==> src/rtl/ram_arbiter_pkg.sv <==
// Shared definitions for the two-port RAM arbiter: word width and FSM encoding.
package ram_arbiter_pkg;

   localparam int WORD_W = 16;

   typedef enum logic [1:0] {
      ST_CLEAR  = 2'd0,
      ST_IDLE   = 2'd1,
      ST_ACCESS = 2'd2,
      ST_DONE   = 2'd3
   } state_t;

endpackage

==> src/rtl/ram_arbiter_if.sv <==
// Requester-side bus of the RAM arbiter: two request/ack ports plus busy.
interface ram_arbiter_if #(
   parameter int ADDR_W = 14
);
   import ram_arbiter_pkg::*;

   logic              req0;
   logic              req1;
   logic              we0;
   logic              we1;
   logic [ADDR_W-1:0] addr0;
   logic [ADDR_W-1:0] addr1;
   logic [WORD_W-1:0] wdata0;
   logic [WORD_W-1:0] wdata1;
   logic              ack0;
   logic              ack1;
   logic [WORD_W-1:0] rdata0;
   logic [WORD_W-1:0] rdata1;
   logic              busy;

   modport master (
      output req0, req1, we0, we1, addr0, addr1, wdata0, wdata1,
      input  ack0, ack1, rdata0, rdata1, busy
   );

   modport slave (
      input  req0, req1, we0, we1, addr0, addr1, wdata0, wdata1,
      output ack0, ack1, rdata0, rdata1, busy
   );

endinterface

==> src/rtl/ram_arbiter_rr_arb2.sv <==
// Two-way round-robin picker: on a tie the port not granted last time wins.
module rr_arb2 (
   input  logic req0,
   input  logic req1,
   input  logic last_grant,
   output logic grant,
   output logic valid
);

   always_comb begin
      valid = req0 | req1;
      grant = 1'b0;
      if (req0 && req1) begin
         grant = ~last_grant;
      end else if (req1) begin
         grant = 1'b1;
      end
   end

endmodule

==> src/rtl/ram_arbiter.sv <==
// Two-port arbiter in front of a single-port RAM, with optional zero-fill after reset.
//  state  | meaning
//  CLEAR  | writing zero to every RAM word, counter-addressed
//  IDLE   | waiting for a request; grant latches the winner's command
//  ACCESS | one cycle driving the RAM with the latched command
//  DONE   | one-cycle ack to the winner
module ram_arbiter
   import ram_arbiter_pkg::*;
#(
   parameter int ADDR_W         = 14,
   parameter bit CLEAR_ON_RESET = 1'b1
) (
   input  logic              clock,
   input  logic              reset_n,
   ram_arbiter_if.slave      bus,
   output logic [WORD_W-1:0] ram_in,
   output logic              ram_load,
   output logic [ADDR_W-1:0] ram_address,
   input  logic [WORD_W-1:0] ram_out
);

   localparam state_t RST_STATE = CLEAR_ON_RESET ? ST_CLEAR : ST_IDLE;

   state_t            state;
   state_t            state_nxt;
   logic [ADDR_W-1:0] clr_cnt;
   logic              last_grant;
   logic              lat_idx;
   logic              lat_we;
   logic [ADDR_W-1:0] lat_addr;
   logic [WORD_W-1:0] lat_wdata;
   logic [WORD_W-1:0] rdata0_q;
   logic [WORD_W-1:0] rdata1_q;
   logic              grant;
   logic              grant_valid;

   rr_arb2 u_arb (
      .req0       (bus.req0),
      .req1       (bus.req1),
      .last_grant (last_grant),
      .grant      (grant),
      .valid      (grant_valid)
   );

   always_ff @(posedge clock or negedge reset_n) begin
      if (!reset_n) begin
         state <= RST_STATE;
      end else begin
         state <= state_nxt;
      end
   end

   always_ff @(posedge clock or negedge reset_n) begin
      if (!reset_n) begin
         clr_cnt    <= '0;
         last_grant <= 1'b1;
         lat_idx    <= 1'b0;
         lat_we     <= 1'b0;
         lat_addr   <= '0;
         lat_wdata  <= '0;
         rdata0_q   <= '0;
         rdata1_q   <= '0;
      end else begin
         if (state == ST_CLEAR) begin
            clr_cnt <= clr_cnt + 1'b1;
         end
         if (state == ST_IDLE && grant_valid) begin
            last_grant <= grant;
            lat_idx    <= grant;
            lat_we     <= grant ? bus.we1    : bus.we0;
            lat_addr   <= grant ? bus.addr1  : bus.addr0;
            lat_wdata  <= grant ? bus.wdata1 : bus.wdata0;
         end
         if (state == ST_ACCESS && !lat_we) begin
            if (lat_idx) begin
               rdata1_q <= ram_out;
            end else begin
               rdata0_q <= ram_out;
            end
         end
      end
   end

   // Clear writes are gated by reset_n so the RAM never sees a load while reset is held.
   always_comb begin
      state_nxt   = state;
      ram_load    = 1'b0;
      ram_address = lat_addr;
      ram_in      = lat_wdata;
      case (state)
         ST_CLEAR: begin
            ram_load    = reset_n;
            ram_in      = '0;
            ram_address = clr_cnt;
            if (clr_cnt == {ADDR_W{1'b1}}) begin
               state_nxt = ST_IDLE;
            end
         end
         ST_IDLE: begin
            if (grant_valid) begin
               state_nxt = ST_ACCESS;
            end
         end
         ST_ACCESS: begin
            ram_load  = lat_we;
            state_nxt = ST_DONE;
         end
         ST_DONE: begin
            state_nxt = ST_IDLE;
         end
         default: begin
            state_nxt = RST_STATE;
         end
      endcase
   end

   always_comb begin
      bus.ack0   = (state == ST_DONE) && !lat_idx;
      bus.ack1   = (state == ST_DONE) &&  lat_idx;
      bus.rdata0 = rdata0_q;
      bus.rdata1 = rdata1_q;
      bus.busy   = (state != ST_IDLE) || bus.req0 || bus.req1;
   end

endmodule

==> src/flat_wrapper.sv <==
// flat-port wrapper written by rule: the top's interface ports become plain ports
module ram_arbiter_flat import ram_arbiter_pkg::*;
#(
   parameter int ADDR_W         = 14,
   parameter bit CLEAR_ON_RESET = 1'b1
)
  (clock, reset_n, ram_in, ram_load, ram_address, ram_out, bus_req0, bus_req1, bus_we0, bus_we1, bus_addr0, bus_addr1, bus_wdata0, bus_wdata1, bus_ack0, bus_ack1, bus_rdata0, bus_rdata1, bus_busy);
  ram_arbiter_if #(.ADDR_W(ADDR_W)) bus_i ();
  input  logic clock;
  input  logic reset_n;
  output logic [WORD_W-1:0] ram_in;
  output logic ram_load;
  output logic [ADDR_W-1:0] ram_address;
  input  logic [WORD_W-1:0] ram_out;
  input wire logic [$bits(bus_i.req0)-1:0] bus_req0;
  input wire logic [$bits(bus_i.req1)-1:0] bus_req1;
  input wire logic [$bits(bus_i.we0)-1:0] bus_we0;
  input wire logic [$bits(bus_i.we1)-1:0] bus_we1;
  input wire logic [$bits(bus_i.addr0)-1:0] bus_addr0;
  input wire logic [$bits(bus_i.addr1)-1:0] bus_addr1;
  input wire logic [$bits(bus_i.wdata0)-1:0] bus_wdata0;
  input wire logic [$bits(bus_i.wdata1)-1:0] bus_wdata1;
  output wire logic [$bits(bus_i.ack0)-1:0] bus_ack0;
  output wire logic [$bits(bus_i.ack1)-1:0] bus_ack1;
  output wire logic [$bits(bus_i.rdata0)-1:0] bus_rdata0;
  output wire logic [$bits(bus_i.rdata1)-1:0] bus_rdata1;
  output wire logic [$bits(bus_i.busy)-1:0] bus_busy;
  assign bus_i.req0 = bus_req0;
  assign bus_i.req1 = bus_req1;
  assign bus_i.we0 = bus_we0;
  assign bus_i.we1 = bus_we1;
  assign bus_i.addr0 = bus_addr0;
  assign bus_i.addr1 = bus_addr1;
  assign bus_i.wdata0 = bus_wdata0;
  assign bus_i.wdata1 = bus_wdata1;
  assign bus_ack0 = bus_i.ack0;
  assign bus_ack1 = bus_i.ack1;
  assign bus_rdata0 = bus_i.rdata0;
  assign bus_rdata1 = bus_i.rdata1;
  assign bus_busy = bus_i.busy;
  ram_arbiter #(.ADDR_W(ADDR_W), .CLEAR_ON_RESET(CLEAR_ON_RESET)) u_core (.clock(clock), .reset_n(reset_n), .bus(bus_i), .ram_in(ram_in), .ram_load(ram_load), .ram_address(ram_address), .ram_out(ram_out));
endmodule
==> config.mk <==
export PLATFORM = sky130hd
export DESIGN_NAME = ram_arbiter_flat
export DESIGN_NICKNAME = d
export VERILOG_FILES = /design/src/rtl/ram_arbiter_pkg.sv /design/src/rtl/ram_arbiter_if.sv /design/src/rtl/ram_arbiter_rr_arb2.sv /design/src/rtl/ram_arbiter.sv /design/src/flat_wrapper.sv
export SDC_FILE = /design/constraint.sdc
export NUM_CORES = 1
export LEC_CHECK = 0
export BUFFER_PORTS_ARGS = -buffer_cell sky130_fd_sc_hd__buf_2
export CORE_ASPECT_RATIO = 1.4
export CORE_UTILIZATION = 40
export DETAILED_ROUTE_END_ITERATION = 10
export GPL_TIMING_DRIVEN = 1
export HOLD_SLACK_MARGIN = 0.1
export PLACE_DENSITY = 0.68
export SLEW_MARGIN = 20
export SYNTH_ARGS = -nofsm -noshare
export SYNTH_HDL_FRONTEND = slang
export SYNTH_SLANG_ARGS = --single-unit
==> constraint.sdc <==
create_clock -name clock -period 2.15 [get_ports clock]
set_input_delay 0.1075 -clock clock [delete_from_list [all_inputs] [get_ports clock]]
set_output_delay 0.1075 -clock clock [all_outputs]
set_load 0.03 [all_outputs]
==> run metrics <==
# setup viols final 0; CTS root buf clkbuf_16; DR vias/cell 4.812; clock transition at the registers of the reported paths 0.06 ns; Hold WC Path Type input pin to flop; synthesized instance count 313; final core utilization 0.6296; number of global-route vias before repair 3255; Clock Skew 0.007421 ns; Worst setup SP type flop; slowest cell on the critical path dfrtp_1; DRC 20; final worst-path cycle share 0.9354; Filler cells 712; antenna cells 0; Starting Density 0.4133; placement row count 41; Synth area leader dfrtp_1; pin count of the biggest net entering global routing 82; critical path class flop to primary output; post-layout min period 2.011 ns; Avg Inst Size Synth 11.99 um^2; gr usage total 0.1988; Synth Warn # 0; Antenna Violating Nets Remaining 0; initial antenna violation count 0; Cell variety after synth 30; Post-CTS Resized 0; clk sinks 81; grt total ovfl 0; Max clock buf depth 2; WL/cell 14.15 um; f_max 0.4973 GHz; Synth top cells by count 80 x dfrtp_1, 46 x mux2_2, 39 x nand2_1; CP Max Fanout 20; worst path bufs/invs 3; Max IR drop VDD 0.0006714 V; Async SR Flop Fraction 1.000; CTS buffer count 9; prevailing post-synth register cell dfrtp_1; Detailed Route WL 9.182 mm; CP peak stage delay 0.41 ns; Critical Path AT 1.90 ns; reg2reg path depth 5; Min-Delay Path Depth 3; top-count cell post-synth dfrtp_1; Leak 2.799 nW; gpl congestion 0.7674; CP top delay family buffers and inverters; CTS tree yes; Seq/Total Area, Yosys 0.5405; Critical Path RT 2.04 ns; First-pass DRT Iterations 7; Post-synth EDFFs 0; Boundary Pins 148; Post-DP HPWL 5.590 mm; PnR worst setup slack 0.1390 ns; #FFs+latches synth 81; failing checks design-rule violations; Worst Tran Pin Value 0.6265 ns; RSZ-0062 raised after global routing false; H-tree depth 3; vias post-DR 3123; worst path cell trace inv_1, ha_2, buf_4, mux2_2, buf_2; Critical Path Sink Type primary output; Synth Cell Area 3752 um^2; post-synth top area share 0.5335; status complete, but fails checks; share of layout cells above drive strength 1 0.4096; pre-CTS setup slack 0.3734 ns; Setup TNS Final 0 ns; fin nets 627; post-CTS setup buffers 0; Mapped Nets 401; synth top area cells dfrtp_1 53%, mux2_2 14%, mux2i_1 8.5%; Rel. slew slack 0.5808; pwr/cell area 1436 nW/um^2; Horiz. Die Dim 83.86 um; die area 9777 um^2; Slew Viols, Final 0; Die Ht 116.6 um; initial drt markers 81; # port buffers 147; Max-cap violations 0; clk_lat worst skew 0.33 ns; Crit path depth 5; core region area 9080 um^2; first-pass GRT wire length 15.01 mm; Final Hold Vio Count 0; Area growth syn-to-layout 52.35%
placed cells by master, fill, tap and decap left out, drive strengths merged, types with 2 or more instances in the layout:
cell type / n
mux2: 47
clkbuf: 12
inv: 5
o21ai: 33
nand2: 39
a22o: 2
buf: 154
nor3: 2
ha: 6
dlygate4sd3: 76
xor2: 4
nor2b: 17
nand3: 3
nor2: 5
dfrtp: 80
mux2i: 32
nand4: 5
xnor2: 9
per-layer routing:
metal  routed length [um]  GRT usage  share of wire  vias up
li1                     -          -              -     1543
met1                 3801     0.2203           0.41     1445
met2                 4659     0.3541           0.51      115
met3                  469    0.04947          0.051       20
met4                  252     0.1057          0.027        0
met5                    0          0              0        -
cell families (layout without fill, tap and decap cells):
family	Yosys count	after routing	synth area share
mux	79	79	0.2274
xor+xnor	13	13	0.03034
simple gates	75	75	0.09770
flops	81	81	0.5405
compound gates	39	39	0.05902
buf+inv	20	249	0.02501
fa+ha+maj	6	6	0.02001
state kept, by name, indices dropped and copies added, names as in the netlist:
| signal | count |
|---|---|
| u_core.bus.rdata0 | 16 |
| u_core.lat_addr | 14 |
| u_core.lat_we | 1 |
| u_core.last_grant | 1 |
| u_core.lat_wdata | 16 |
| u_core.bus.rdata1 | 16 |
| u_core.state | 2 |
| u_core.clr_cnt | 14 |
| u_core.lat_idx | 1 |
area by class of cell:
cell class                 instances  area (um^2)  share of cell area
sequential                        81         2028              0.3548
clock buffer                      12        256.5             0.04487
multi-input combinational        212         1652              0.2889
clock inverter                     2        38.79            0.006785
inverter                           5        18.77            0.003283
timing repair buffer             230         1589              0.2780
tap                              107        133.9             0.02342
final timing paths:
kind / slack, ns / from / to
min reg2reg: 0.47 / u_core.lat_wdata[12]$_DFFE_PN0P_ / u_core.lat_wdata[12]$_DFFE_PN0P_
max reg2reg: 0.26 / u_core.last_grant$_DFFE_PN1P_ / u_core.lat_wdata[4]$_DFFE_PN0P_
min: 0.12 / bus_addr1[8] / u_core.lat_addr[8]$_DFFE_PN0P_
max: 0.14 / u_core.state[0]$_DFFE_PN0P_ / ram_address[3]
max in group asynchronous: 1.44 / reset_n / u_core.lat_addr[10]$_DFFE_PN0P_
min in group asynchronous: 0.38 / reset_n / u_core.bus.rdata0[2]$_DFFE_PN0P_
worst min-delay path, stage by stage:
cell and delay (ns):
buf_2 0.09, mux2i_1 0.06, o21ai_0 0.15
timing repair:
action,CTS,global route
setup endpoints to repair,0,0
hold endpoints to repair,142,0
hold buffers,76,0
through the flow:
step / hold WS, ns / total power, W / std cells / cell area (um^2)
floorplan: -0.1881 / 0.005379 / 313 / 3752
global placement: 0.1934 / 0.006451 / 559 / 4661
detailed placement: 0.1914 / 0.006537 / 559 / 4661
CTS: 0.1032 / 0.008260 / 649 / 5717
global route: 0.1140 / 0.008725 / 649 / 5717
finish: 0.1207 / 0.008212 / 649 / 5717
where the power goes:
part           total, W  internal (W)  switching [W]
Combinational   0.00410       0.00160        0.00251
Clock           0.00151      0.000951       0.000557
Sequential      0.00260       0.00222       0.000383
Total           0.00821       0.00476        0.00345
Power figures use the tool's default switching activity.
